[config.mk]
export PLATFORM = sky130hd
export DESIGN_NAME = lpif_txrx_ustrm_sched
export DESIGN_NICKNAME = d
export VERILOG_FILES = /design/src/rtl/lpif_txrx_pkg.sv /design/src/rtl/lpif_txrx_refresh_timer.sv /design/src/rtl/lpif_txrx_ustrm_sched.sv
export SDC_FILE = /design/constraint.sdc
export NUM_CORES = 1
export LEC_CHECK = 0
export ABC_AREA = 1
export BUFFER_PORTS_ARGS = -buffer_cell sky130_fd_sc_hd__buf_2
export CAP_MARGIN = 40
export CORE_MARGIN = 5
export CORE_UTILIZATION = 30
export DETAILED_ROUTE_END_ITERATION = 10
export PLACE_DENSITY = 0.53
export SYNTH_ARGS = -nofsm -noshare
export SYNTH_HDL_FRONTEND = slang
export SYNTH_SLANG_ARGS = --single-unit
export TNS_END_PERCENT = 5
[constraint.sdc]
create_clock -name clk_wr -period 2.35 [get_ports clk_wr]
set_input_delay 0.1175 -clock clk_wr [delete_from_list [all_inputs] [get_ports clk_wr]]
set_output_delay 0.1175 -clock clk_wr [all_outputs]
set_load 0.005 [all_outputs]
[src/rtl/lpif_txrx_pkg.sv]
// Shared definitions for the LPIF upstream TX path.
// Field offsets of the 77-bit TX FIFO word, the word struct, and an idle-word builder.
package lpif_txrx_pkg;

  localparam int STATE_LSB  = 0;
  localparam int PROTID_LSB = 4;
  localparam int DATA_LSB   = 6;
  localparam int DVALID_BIT = 70;
  localparam int CRC_LSB    = 71;
  localparam int CRCV_BIT   = 75;
  localparam int VALID_BIT  = 76;
  localparam int WORD_W     = 77;

  // MSB first; matches the offsets above.
  typedef struct packed {
    logic        valid;
    logic        crc_valid;
    logic [3:0]  crc;
    logic        dvalid;
    logic [63:0] data;
    logic [1:0]  protid;
    logic [3:0]  state;
  } ustrm_word_t;

  // Idle word: link state plus the valid bit, every other field zero.
  function automatic ustrm_word_t pack_idle(input logic [3:0] state);
    ustrm_word_t w;
    w       = '0;
    w.valid = 1'b1;
    w.state = state;
    return w;
  endfunction

endpackage

[src/rtl/lpif_txrx_refresh_timer.sv]
// Idle refresh timer.
// Ports: clk/rst (sync, active-high), clr (a word was loaded), gen2_mode (period
// select), refresh_due (counter has reached period-1; never set when period is 0).
module lpif_txrx_refresh_timer
  import lpif_txrx_pkg::*;
#(
  parameter int REFRESH_GEN1 = 256,
  parameter int REFRESH_GEN2 = 128,
  parameter int CNT_WIDTH    = 16
) (
  input  logic clk,
  input  logic rst,
  input  logic clr,
  input  logic gen2_mode,
  output logic refresh_due
);

  localparam bit EN1 = (REFRESH_GEN1 != 0);
  localparam bit EN2 = (REFRESH_GEN2 != 0);
  localparam logic [CNT_WIDTH-1:0] P1M1 = CNT_WIDTH'(EN1 ? REFRESH_GEN1 - 1 : 0);
  localparam logic [CNT_WIDTH-1:0] P2M1 = CNT_WIDTH'(EN2 ? REFRESH_GEN2 - 1 : 0);

  logic [CNT_WIDTH-1:0] cnt;

  // Saturates so a long stall never wraps back below the threshold.
  always_ff @(posedge clk) begin
    if (rst)                 cnt <= '0;
    else if (clr)            cnt <= '0;
    else if (cnt != '1)      cnt <= cnt + 1'b1;
  end

  // Mode is compared live, so switching modes does not restart the count.
  assign refresh_due = gen2_mode ? (EN2 && (cnt >= P2M1)) : (EN1 && (cnt >= P1M1));

endmodule

[src/rtl/lpif_txrx_ustrm_sched.sv]
// Upstream TX scheduler: merges adapter flits and link-state level into one
// 77-bit TX FIFO word held in a single output register.
// Ports: clk_wr/rst_wr (sync, active-high); sched_en gates new loads;
// m_gen2_mode picks the refresh period; ustrm_state is the link-state level;
// dat_* is the flit channel (valid/ready); txfifo_full/txfifo_wr_en/
// txfifo_upstream_data face the TX FIFO; word_cnt counts FIFO writes (wraps);
// stall flags a word held by backpressure.
module lpif_txrx_ustrm_sched
  import lpif_txrx_pkg::*;
#(
  parameter int DATA_WIDTH   = 64,
  parameter int CRC_WIDTH    = 4,
  parameter int REFRESH_GEN1 = 256,
  parameter int REFRESH_GEN2 = 128,
  parameter int CNT_WIDTH    = 16
) (
  input  logic                  clk_wr,
  input  logic                  rst_wr,
  input  logic                  sched_en,
  input  logic                  m_gen2_mode,
  input  logic [3:0]            ustrm_state,
  input  logic                  dat_valid,
  output logic                  dat_ready,
  input  logic [1:0]            dat_protid,
  input  logic [DATA_WIDTH-1:0] dat_data,
  input  logic                  dat_dvalid,
  input  logic [CRC_WIDTH-1:0]  dat_crc,
  input  logic                  dat_crc_valid,
  input  logic                  txfifo_full,
  output logic                  txfifo_wr_en,
  output logic [WORD_W-1:0]     txfifo_upstream_data,
  output logic [CNT_WIDTH-1:0]  word_cnt,
  output logic                  stall
);

  logic              out_vld;
  ustrm_word_t       word;
  logic [3:0]        last_state;
  logic              free, dirty, refresh_due, load;
  logic [WORD_W-1:0] data_w, nxt_w;

  // Outputs are forced quiet while reset is asserted, even before the
  // register contents have been cleared by the first reset edge.
  assign free         = ~out_vld | ~txfifo_full;
  assign dat_ready    = free & sched_en & ~rst_wr;
  assign txfifo_wr_en = out_vld & ~txfifo_full & ~rst_wr;
  assign stall        = out_vld & txfifo_full & ~rst_wr;
  assign dirty        = (ustrm_state != last_state);
  assign load         = dat_ready & (dat_valid | dirty | refresh_due);

  always_comb begin
    data_w                               = '0;
    data_w[STATE_LSB  +: 4]              = ustrm_state;
    data_w[PROTID_LSB +: 2]              = dat_protid;
    data_w[DATA_LSB   +: DATA_WIDTH]     = dat_data;
    data_w[DVALID_BIT]                   = dat_dvalid;
    data_w[CRC_LSB    +: CRC_WIDTH]      = dat_crc;
    data_w[CRCV_BIT]                     = dat_crc_valid;
    data_w[VALID_BIT]                    = 1'b1;
  end

  assign nxt_w = dat_valid ? data_w : WORD_W'(pack_idle(ustrm_state));

  // Loads only happen when free, so a stalled word is never overwritten;
  // a state change during the stall just leaves dirty set for a follow-up.
  always_ff @(posedge clk_wr) begin
    if (rst_wr) begin
      out_vld    <= 1'b0;
      word       <= '0;
      last_state <= 4'h0;
    end else if (load) begin
      out_vld    <= 1'b1;
      word       <= ustrm_word_t'(nxt_w);
      last_state <= ustrm_state;
    end else if (txfifo_wr_en) begin
      out_vld    <= 1'b0;
    end
  end

  always_ff @(posedge clk_wr) begin
    if (rst_wr)            word_cnt <= '0;
    else if (txfifo_wr_en) word_cnt <= word_cnt + 1'b1;
  end

  assign txfifo_upstream_data = word;

  lpif_txrx_refresh_timer #(
    .REFRESH_GEN1 (REFRESH_GEN1),
    .REFRESH_GEN2 (REFRESH_GEN2),
    .CNT_WIDTH    (CNT_WIDTH)
  ) u_timer (
    .clk         (clk_wr),
    .rst         (rst_wr),
    .clr         (load),
    .gen2_mode   (m_gen2_mode),
    .refresh_due (refresh_due)
  );

endmodule
Word-level counts from Yosys, hierarchy flattened
Index checks and enable logic that the tools add are counted.

cells by class
  add/sub/neg operators = 2
  multiply operators = 0
  div/mod/pow operators = 0
  $lt $le $gt $ge = 2
  equal/unequal tests = 2
  shifts and indexed selects = 0
  muxes and demuxes = 4
  bitwise gates (word level) = 13
  reduce and logical (&&, ||, !) cells = 2

operators with widths
  cell                   count
  $mux 76                1
  $add 16x1->16 const B  2
  $ge 16x7->1 const B    1
  $ge 16x8->1 const B    1
  $ne 16x16->1 const B   1
  $and 1x1->1            7
  $ne 4x4->1             1
  $mux 1                 3
  $not 1->1              3
  $or 1x1->1             3
  $reduce_bool 2->1      1
  $reduce_or 2->1        1

storage, ports and cells
  bits in registers = 114
  bits in latches = 0
  RAM bits = 0
  ROM bits = 0
  input port bits = 82
  output and inout bits = 96
  logic and storage cells = 36
  memories = 0

Logic depth before layout (Yosys ltp)
Gate-level depths: netlist of run 1.

  word-level depth = 6
  mapped depth = 13
  mapped depth without buffers = 11

By module
Synthesis of run 1 repeated with hierarchy kept, for this count alone.

unflattened totals
  cell total of the unflattened synthesis = 777
  area, all modules = 5331.4 um2

by module, submodules not included
  module                   times used  cells each  area an instance (um2)  sequential area each (um2)
  lpif_txrx_ustrm_sched    1           626         4346.7                  1881.8
  lpif_txrx_refresh_timer  1           151         984.7                   320.3

Worst setup path after synthesis of run 1
OpenSTA, ideal clock, no wires.

  kind = register to register
  start = register u_timer.cnt[0]
  end = register word, in the netlist txfifo_upstream_data[14]
  setup time = 128 ps
  arrival = 1581 ps
  data required time = 2222 ps
  slack = 641 ps
  cell stages (with the launch flop) = 14
  buffers on the path = 3
  clock period less this slack = 1709 ps
  cells stage by stage = dfxtp_1 -> ha_1 -> nand2_2 -> nor2_2 -> nand3_1 -> nand2_1 -> nand2_1 -> nand3_1 -> nand2_1 -> buf_6 -> buf_6 -> buf_6 -> nand3_1 -> o21ai_1

between the ends
  longest elaborated chain between the ends = 4
  elaborated cells on any way between the ends = 5
  those cells by class = 2 x order compare; 1 x mux; 2 x bitwise

ends and longest elaborated chain
  item                                               line                           source
  from (decl)                                        lpif_txrx_refresh_timer.sv:23  logic [CNT_WIDTH-1:0] cnt;
  from (signal assigned)                             lpif_txrx_refresh_timer.sv:29  else if (cnt != '1) cnt <= cnt + 1'b1;
  $ge 16x8->1 / $ge 16x7->1 (equally long branches)  lpif_txrx_refresh_timer.sv:33  assign refresh_due = gen2_mode ? (EN2 && (cnt >= P2M1)) : (EN1 && (cnt >= P1M1));
  $mux 1 (*)                                         lpif_txrx_refresh_timer.sv:33
  $or 1x1->1 (*)                                     lpif_txrx_ustrm_sched.sv:49    assign load = dat_ready & (dat_valid | dirty | refresh_due);
  $and 1x1->1 (*)                                    lpif_txrx_ustrm_sched.sv:49
  to (signal assigned)                               lpif_txrx_ustrm_sched.sv:73    word <= ustrm_word_t'(nxt_w);
  to (decl)                                          lpif_txrx_ustrm_sched.sv:37    ustrm_word_t word;

Mark *: on every way between the ends. The rest lies on a longest branch, timed or not.
A chain may end at the register's enable or synchronous reset.

Worst setup path in the final report of run 1
  start = register u_timer.cnt[0]
  end = register word, in the netlist txfifo_upstream_data[44]

The elaborated chain is that of the path after synthesis.

==> results.toml, run 1 <==
[die]
start_util = 0.307
chipWidth_um = 138
num_rows = 46
chipHeight_um = 138
dieArea_mm2 = 0.0191
core_mm2 = 0.0160
ioPinCount = 178

[drt]
antenna_left = 0
drcViolationCount = 0
first_pass_iters = 4
wl_mm = 13.8
routed_via_density = 4.23
wl_per_cell_um = 12.2
num_vias = 4804
drtIter0Drc = 234

[logic_synthesis]
synth_cell_type_count = 23
synth_area_per_cell_um2 = 6.68
ys.warnings.count = 0
syn_nets = 820
syn_inst = 736
synth_area_mm2 = 0.00492
ys_ff_latch = 110
seq_area_frac_synth = 0.448

[timing]
hold_ws_ns = 0.0184
slew-limit-headroom = 0.490
period_share = 0.837
hold_viol = 0
fmax_mhz = 509
drv_slew = 0
rsz0062_at_grt = "false"
finalSetupViolations = 0
finalSetupTns_ns = 0
period_minus_slack_ns = 1.97
tightest_slew_ns = 0.765
clock-skew-final_ns = 0.00809

[place]
place_inst = 1102
numPortBuffers = 177
hpwl_mm = 9.70
gp_congestion = 0.875

[final_layout]
fin_nets = 999
fillers = 1790
drive_gt1_frac = 0.225
layout_common_cells = "196 x nand2_1, 177 x buf_2, 120 x nor2_1, 110 x dfxtp_1, 108 x inv_1"
finalNonFillerCells = 1135
layout_commonest_cell = "nand2_1"
antenna_cells = 0
layout-area-overhead-vs-synth_pct = 31.9

[clocking]
cts_max_level = 3
cts_sinks = 110
cts_root_buffer = "clkbuf_16"
numCtsBuffers = 9
cts_buffer_depth = 2
cts_setup_buffers = 0
ctsResizeCount = 0
cts_tree = "done"
clk_pin_slew_worst_paths_ns = 0.07
clk_latency_ns = 0.35

[pwr]
vdd.ir_drop.worst_mv = 0.317
p_leak_nw = 3.46
finalPower_mw = 4.25
powerDensity_mw_per_mm2 = 655

[critical_path]
path_cells = "ha_1 > nand2_2 > nor2_2 > nand3_1 > nand2_1 > nand2_1 > nand3_1 > nand2_4 > buf_12 > nand2_1 > nand2_1 > nor2_1"
cpPeakStageDelay_ns = 0.39
path_delay_family = "simple AND/OR/NAND/NOR gates"
cp.arrival_ns = 2.25
crit_path_start_kind = "flip-flop"
path_class = "flip-flop to flip-flop"
crit_top_cell = "nand2_1"
required_ns = 2.64
cpMaxStageDelayCell = "dfxtp_1"
path_buf_inv = 1
cp_max_fo = 55
worstSetupEndpointType = "flip-flop"

[grt]
grt_max_degree = 73
antenna_found_initial = 2
grt_pass1_wl_mm = 22.9
overflow = 0
first_global_vias = 4490
track_usage = 0.143

[outcome]
status = "finished clean"

[job]
maxCapViolCount = 0

[worst_hold_path]
hold_path.class = "primary input to flip-flop"
## cell type report
class	count	area (um2)	area share
Inverter	109	409	0.0630
Timing Repair Buffer	205	1170	0.180
Clock buffer	10	229	0.0353
Tap cell	216	270	0.0416
Sequential cell	110	2200	0.339
Clock inverter	5	106	0.0164
Multi-Input combinational cell	480	2110	0.325
## final timing paths
check / start / endpoint / slack (ns) / cells past startpoint
setup / recovery: u_timer.cnt[0] / txfifo_upstream_data[44] / 0.38 / 12
hold / removal: dat_data[0] / txfifo_upstream_data[6] / 0.02 / 3
setup reg to reg: u_timer.cnt[0] / txfifo_upstream_data[44] / 0.38 / 12
hold reg to reg: txfifo_upstream_data[76] / txfifo_upstream_data[76] / 0.45 / 2
## worst min-delay path: stages
cell	delay, ns
buf_2	0.09
nand2_1	0.05
o21ai_0	0.06
## flip-flops by register name (all words and copies together) (netlist names)
signal                count
u_timer.cnt              16
word_cnt                 16
txfifo_upstream_data     77
out_vld                   1
## power by group
part / total (mW) / internal (mW) / switching [mW]
Clock: 1.74 / 1.04 / 0.697
Sequential: 2.00 / 1.95 / 0.0504
Combinational: 0.507 / 0.225 / 0.281
## Yosys cell counts
master / n / area, um2
buf_4: 1 / 7.51
buf_2: 5 / 25.0
inv_1: 109 / 409
xnor2_1: 4 / 35.0
nor3b_1: 1 / 7.51
o21ai_0: 27 / 135
a21oi_1: 19 / 95.1
xor2_1: 11 / 96.3
nor2_4: 1 / 11.3
nor2_2: 1 / 6.26
nand2_2: 1 / 6.26
dfxtp_1: 110 / 2200
ha_1: 2 / 25.0
nor3_1: 6 / 30.0
buf_6: 8 / 90.1
nand3_2: 1 / 10.0
buf_1: 2 / 7.51
nor2_1: 120 / 450
nand4_1: 5 / 31.3
o21ai_1: 24 / 120
nand3_1: 60 / 300
nand2_1: 197 / 739
clkbuf_1: 21 / 78.8
## logic make-up (layout without fill, tap and decap cells)
kind of cell | after synthesis | in the layout | share of synthesized area
fa+ha+maj | 2 | 2 | 0.00509
xor+xnor | 15 | 15 | 0.0267
compound gates | 70 | 70 | 0.0712
buf+inv | 146 | 329 | 0.126
flops | 110 | 110 | 0.448
simple gates | 393 | 393 | 0.324
## per-layer routing
metal,routed length (um),global-route usage
met3,841,0.0466
met4,191,0.0458
met2,6360,0.240
met1,6400,0.175
met5,34,0
## stage by stage
step	utilization	setup WS, ns	area (um2)
CTS	0.406	0.370	6490
floorplan	-	0.641	4920
global placement	0.373	0.437	5970
detailed placement	0.373	0.394	5970
finish	0.406	0.383	6490
global route	0.406	0.120	6490
## timing repair
action	in CTS	in global routing
hold buffers	18	0
endpoints found under the hold margin	18	0
setup endpoints to repair	0	0
Power figures use the tool's default switching activity.
==> run 2, diff against run 1 <==
--- a/config.mk
+++ b/config.mk
@@ -5,13 +5,13 @@
 export SDC_FILE = /design/constraint.sdc
 export NUM_CORES = 1
 export LEC_CHECK = 0
-export ABC_AREA = 1
+export ABC_AREA = 0
 export BUFFER_PORTS_ARGS = -buffer_cell sky130_fd_sc_hd__buf_2
 export CAP_MARGIN = 40
 export CORE_MARGIN = 5
 export CORE_UTILIZATION = 30
 export DETAILED_ROUTE_END_ITERATION = 10
-export PLACE_DENSITY = 0.53
+export PLACE_DENSITY = 0.56
 export SYNTH_ARGS = -nofsm -noshare
 export SYNTH_HDL_FRONTEND = slang
 export SYNTH_SLANG_ARGS = --single-unit
==> constraint.sdc (replaced) <==
create_clock -name clk_wr -period 1.6 [get_ports clk_wr]
set_input_delay 0.08 -clock clk_wr [delete_from_list [all_inputs] [get_ports clk_wr]]
set_output_delay 0.08 -clock clk_wr [all_outputs]
set_load 0.005 [all_outputs]
==> run 2 against run 1 <==
The run now ends with negative setup slack left; critical endpoint is now txfifo_upstream_data[34]; fmax up 0.23%; sequential cell count did not move; worst setup slack worse by 0.75 ns.
==> results.toml, run 2 <==
[outcome]
status = "complete, but fails checks"
violations = "negative setup slack"

[critical_path]
cpPeakStageDelay_ns = 0.54
crit_path_start_kind = "flip-flop"
startpoint = "u_timer.cnt[12]"
cp.arrival_ns = 2.24
cpMaxStageDelayCell = "or4_4"
path_cells = "or4_4 > nor3_4 > o2111ai_4 > nand2_4 > buf_12 > buf_16 > mux2i_1"
path_class = "flip-flop to flip-flop"
reg2reg_to = "txfifo_upstream_data[34]"
r2r_start = "u_timer.cnt[12]"
endpoint = "txfifo_upstream_data[34]"
cp_max_fo = 9
reg2reg_depth = 7
r2r_slack_ns = -0.36
worstSetupEndpointType = "flip-flop"
required_ns = 1.88

[logic_synthesis]
synth_ff_type = "dfxtp_1"
synth_cell_type_count = 41
synth_compound_area_frac = 0.0747
synth_top_family_by_area = "simple AND/OR/NAND/NOR gates"
synth_common_cells = "131 x nand2_1, 110 x dfxtp_1, 41 x nand4_1"
ys.warnings.count = 0
synth_area_per_cell_um2 = 8.70
muxShareOfSynthArea = 0.0872
synth-edff-count = 0
synth_top_area_frac = 0.480
synth-simple-area-share = 0.259
ys_top_cells_by_area = "dfxtp_1 48%, nand2_1 11%, mux2i_1 8.7%"
synthXorXnorAreaFrac = 0.0496
synth_most_common_cell = "nand2_1"
yosys.area_share.adder = 0.00545
syn_inst = 528
syn_nets = 612
ys_async_sr_fraction = 0
ys_ff_latch = 110
synth_area_mm2 = 0.00459
synth_top_area_cell = "dfxtp_1"
seq_area_frac_synth = 0.480

[die]
chipWidth_um = 134
ioPinCount = 178
chipHeight_um = 134
dieArea_mm2 = 0.0179
num_rows = 45
core_mm2 = 0.0151
start_util = 0.304

[timing]
period_share = 1.23
slew-limit-headroom = 0.436
period_minus_slack_ns = 1.96
rsz0062_at_grt = "true"
clock-skew-final_ns = 0.00868
tightest_slew_ns = 0.846
finalSetupViolations = 94
hold_ws_ns = 0.0217
finalSetupTns_ns = -27.01
setup_ws_ns = -0.362
hold_viol = 0
fmax_mhz = 510
drv_slew = 0

[grt]
overflow = 0
track_usage = 0.165
grt_max_degree = 80
grt_pass1_wl_mm = 24.1
antenna_found_initial = 0
first_global_vias = 4817

[pwr]
powerDensity_mw_per_mm2 = 833
p_clk_frac = 0.378
p_int_mw = 4.67
swShare = 0.245
pwr-share-seq = 0.472
p_leak_nw = 3.46
vdd.ir_drop.worst_mv = 0.559
power_frac_comb = 0.150
p_switching_mw = 1.52

[drt]
num_vias = 4861
routed_via_density = 4.81
antenna_left = 0
wl_mm = 15.1
first_pass_iters = 4
drtIter0Drc = 211
wl_per_cell_um = 14.9
drcViolationCount = 0

[final_layout]
finalNonFillerCells = 1010
antenna_cells = 0
final_area_mm2 = 0.00743
layout_common_cells = "177 x buf_2, 130 x nand2_1, 107 x dfxtp_1, 76 x dlygate4sd3_1, 46 x buf_4"
layout-area-overhead-vs-synth_pct = 61.7
seq_area_mm2 = 0.00221
fin_nets = 901
largest_reg_flops = 77
drive_gt1_frac = 0.360
multi_input_area_mm2 = 0.00235
layout_commonest_cell = "buf_2"
fillers = 1421

[place]
place_inst = 907
numPortBuffers = 177
place_ws_ns = -0.459
post_dp_cell_area_mm2 = 0.00598
hpwl_mm = 9.50
gp_congestion = 0.866

[clocking]
cts_tree = "done"
cts_root_buffer = "clkbuf_16"
cts_max_level = 3
numCtsBuffers = 9
clk_pin_slew_worst_paths_ns = 0.07
cts_sinks = 110
clk_latency_ns = 0.34
cts_buffer_depth = 2

[job]
maxCapViolCount = 0

[worst_hold_path]
whs_path_depth = 3
hold_path.class = "primary input to flip-flop"
==> run 2: worst min path at each step <==
| stage | startpoint | endpoint | slack (ns) |
|---|---|---|---|
| after global placement | dat_data[52] | txfifo_upstream_data[58] | 0.33 |
| after global routing | dat_data[11] | txfifo_upstream_data[17] | 0.0008 |
| final | dat_data[11] | txfifo_upstream_data[17] | 0.02 |
| after floorplan | txfifo_full | txfifo_wr_en | 0.20 |
| after CTS | dat_data[11] | txfifo_upstream_data[17] | 0.001 |
| after detailed placement | dat_data[20] | txfifo_upstream_data[26] | 0.33 |
==> run 2: power groups by stage <==
stage / clock network (mW) / registers [mW] / logic [mW]
after floorplan: 0 / 2.99 / 0.319
after global placement: 0 / 2.98 / 0.663
after detailed placement: 0 / 2.98 / 0.676
after CTS: 2.42 / 2.92 / 0.910
after global routing: 2.55 / 2.93 / 1.01
final: 2.34 / 2.92 / 0.926
==> run 2: cell families after synthesis <==
kind of cell | Yosys count
XOR/XNOR | 26
AND/OR/NAND/NOR | 247
multiplexers | 40
flip-flops | 110
AO/OA/AOI/OAI | 57
adder cells (fa/ha/maj) | 2
buffers and inverters | 46
==> run 2: final cells by class <==
| cell class | instances | area share |
|---|---|---|
| Tap cell | 188 | 0.0317 |
| Clock buffer | 11 | 0.0340 |
| Timing Repair Buffer | 316 | 0.309 |
| Sequential cell | 110 | 0.297 |
| Inverter | 7 | 0.00354 |
| Multi-Input combinational cell | 373 | 0.316 |
| Clock inverter | 5 | 0.00859 |
==> run 2: metal layers <==
metal	vias up	wire length, um	global-route usage
met5	-	0	0
met4	0	309	0.0651
met3	29	901	0.0461
met2	157	7460	0.274
met1	2273	6390	0.203
li1	2402	-	-
==> run 2: through the flow <==
stage	total power, mW	util
final	6.19	0.492
after global routing	6.49	0.492
after CTS	6.25	0.486
after detailed placement	3.66	0.396
after global placement	3.64	0.396
after floorplan	3.31	-
==> run 2: timing repair <==
item                       in CTS  in global routing
hold endpoints to repair       77                  0
setup buffers                   7                  0
gates resized for setup        23                 20
hold buffers                   76                  0
pin swaps                      23                  6
gates cloned                    5                  1
setup endpoints to repair      96                102
==> run 2: critical path: cells and delay by family (launching register included) <==
kind	cells	cell delay, ns
AOI/OAI and AO/OA	1	0.20
muxes	1	0.19
DFF	1	0.32
and+or+nand+nor	3	0.90
buffers and inverters	2	0.28
==> run 3, diff against run 2 <==
==> constraint.sdc (replaced) <==
create_clock -name clk_wr -period 1.8 [get_ports clk_wr]
set_input_delay 0.09 -clock clk_wr [delete_from_list [all_inputs] [get_ports clk_wr]]
set_output_delay 0.09 -clock clk_wr [all_outputs]
set_load 0.005 [all_outputs]
==> run 3 against run 2 <==
The run still ends with negative setup slack left; critical endpoint is now txfifo_upstream_data[6]; clock skew hardly changed; fmax is 3.5% higher; sequential share of layout area is 0.47 points higher; core utilization is 0.77 points lower; non-clock buffer count is 21 lower; combinational power is 12% lower; final cell count is 2.1% lower; global-route usage is 0.41 points lower; via count is 0.56% lower; worst hold slack worse by 0.0071 ns; sequential power is 11% lower.
==> results.toml, run 3 (synthesis results as in run 2) <==
[grt]
overflow = 0
first_global_vias = 4736
grt_pass1_wl_mm = 23.6
track_usage = 0.161
grt_max_degree = 80
antenna_found_initial = 0

[timing]
rsz0062_at_grt = "true"
finalSetupViolations = 84
slew-limit-headroom = 0.439
period_share = 1.05
tightest_slew_ns = 0.842
clock-skew-final_ns = 0.00878
period_minus_slack_ns = 1.90
drv_slew = 0
setup_ws_ns = -0.0952
fmax_mhz = 528
finalSetupTns_ns = -3.52
hold_viol = 0

[die]
chipWidth_um = 134
ioPinCount = 178
chipHeight_um = 134
start_util = 0.304
num_rows = 45
core_mm2 = 0.0151
dieArea_mm2 = 0.0179

[drt]
antenna_left = 0
wl_per_cell_um = 14.9
drcViolationCount = 0
first_pass_iters = 7
num_vias = 4834
wl_mm = 14.8
routed_via_density = 4.89
drtIter0Drc = 293

[clocking]
clk_latency_ns = 0.36
cts_tree = "done"
clk_pin_slew_worst_paths_ns = 0.08
cts_root_buffer = "clkbuf_16"
numCtsBuffers = 9
cts_buffer_depth = 2
cts_max_level = 3
cts_sinks = 110

[pwr]
p_leak_nw = 3.37
powerDensity_mw_per_mm2 = 751
vdd.ir_drop.worst_mv = 0.460

[final_layout]
fillers = 1406
fin_nets = 879
layout-area-overhead-vs-synth_pct = 59.2
drive_gt1_frac = 0.375
layout_common_cells = "177 x buf_2, 130 x nand2_1, 107 x dfxtp_1, 69 x dlygate4sd3_1, 41 x nand4_1"
layout_commonest_cell = "buf_2"
fin_util = 0.484
largest_reg_flops = 77

[critical_path]
worstSetupEndpointType = "flip-flop"
required_ns = 2.08
reg2reg_to = "txfifo_upstream_data[6]"
cpPeakStageDelay_ns = 0.54
cp_max_fo = 7
startpoint = "u_timer.cnt[12]"
crit_path_start_kind = "flip-flop"
cp.arrival_ns = 2.17
r2r_start = "u_timer.cnt[12]"
r2r_slack_ns = -0.1
path_cells = "or4_4 > nor3_4 > o2111ai_4 > buf_6 > nand2_8 > buf_12 > mux2i_1"
cpMaxStageDelayCell = "or4_4"
path_class = "flip-flop to flip-flop"
endpoint = "txfifo_upstream_data[6]"
reg2reg_depth = 7

[worst_hold_path]
hold_path.class = "primary input to flip-flop"
hp-start = "dat_data[52]"

[outcome]
status = "complete, but fails checks"
violations = "negative setup slack"

[job]
maxCapViolCount = 0

[place]
place_ws_ns = -0.297
gp_congestion = 0.806
numPortBuffers = 177
hpwl_mm = 9.45
-- run 3: cell types whose count changed in the layout (fill, tap and decap cells not counted), moves of 2 or more --
cell / before / now
o21ai_1: 36 / 13
o21ai_2: 3 / 26
buf_4: 46 / 33
nor4_2: 2 / 0
clkbuf_8: 2 / 0
dlygate4sd3_1: 76 / 69
buf_6: 7 / 5
-- run 3: worst min path at each step --
stage | to | slack (ns) | cells after the start
floorplan | txfifo_wr_en | 0.22 | 1
global placement | txfifo_upstream_data[59] | 0.33 | 3
detailed placement | txfifo_upstream_data[66] | 0.35 | 3
CTS | txfifo_upstream_data[3] | 0.0002 | 3
global route | txfifo_upstream_data[16] | 0.01 | 3
finish | txfifo_upstream_data[58] | 0.01 | 3
-- run 3: what timing repair did --
| action | CTS | global route |
|---|---|---|
| hold buffers | 69 | 0 |
| pin swaps | 33 | 17 |
| setup endpoints to repair | 93 | 93 |
| gates resized for setup | 37 | 30 |
| hold endpoints to repair | 69 | 0 |
| setup buffers | 6 | 1 |
| gates cloned | 3 | 1 |
-- run 3: critical path, delay by kind of cell (launching register included) --
kind	cells	cell delay (ns)
buffers and inverters	2	0.31
multiplexers	1	0.21
flip-flops	1	0.32
AND/OR/NAND/NOR	3	0.83
AO/OA/AOI/OAI	1	0.15
-- run 3: routing by layer --
metal  up-vias  part of all wire  global-route usage
met5         -                 0                   0
met4         0             0.023              0.0686
met3        28             0.055              0.0295
met2       162              0.49               0.269
met1      2290              0.43               0.205
li1       2354                 -                   -
-- run 3: through the flow --
stage	hold WS [ns]	std cells	area, um2	total power, mW
after global placement	0.335	894	5910	3.24
after detailed placement	0.348	894	5910	3.24
after global routing	0.00966	988	7310	5.73
after CTS	0.000182	986	7160	5.52
final	0.0146	989	7310	5.49
after floorplan	0.224	528	4620	2.94
-- run 3: power breakdown --
part	switching [mW]	internal [mW]	leakage (nW)
combinational	0.381	0.435	2.33
sequential	0.0624	2.54	0.898
clock	0.974	1.10	0.144
total	1.42	4.07	3.37
-- run 3: layout make-up --
cell class                      count  area, um2  area share
Antenna cell                        1       2.50    0.000342
Clock buffer                        9        225      0.0308
Clock inverter                      7       78.8      0.0108
Inverter                            7       26.3     0.00359
Multi-Input combinational cell    372       2410       0.330
Sequential cell                   110       2210       0.302
Tap cell                          188        235      0.0322
Timing Repair Buffer              295       2120       0.290
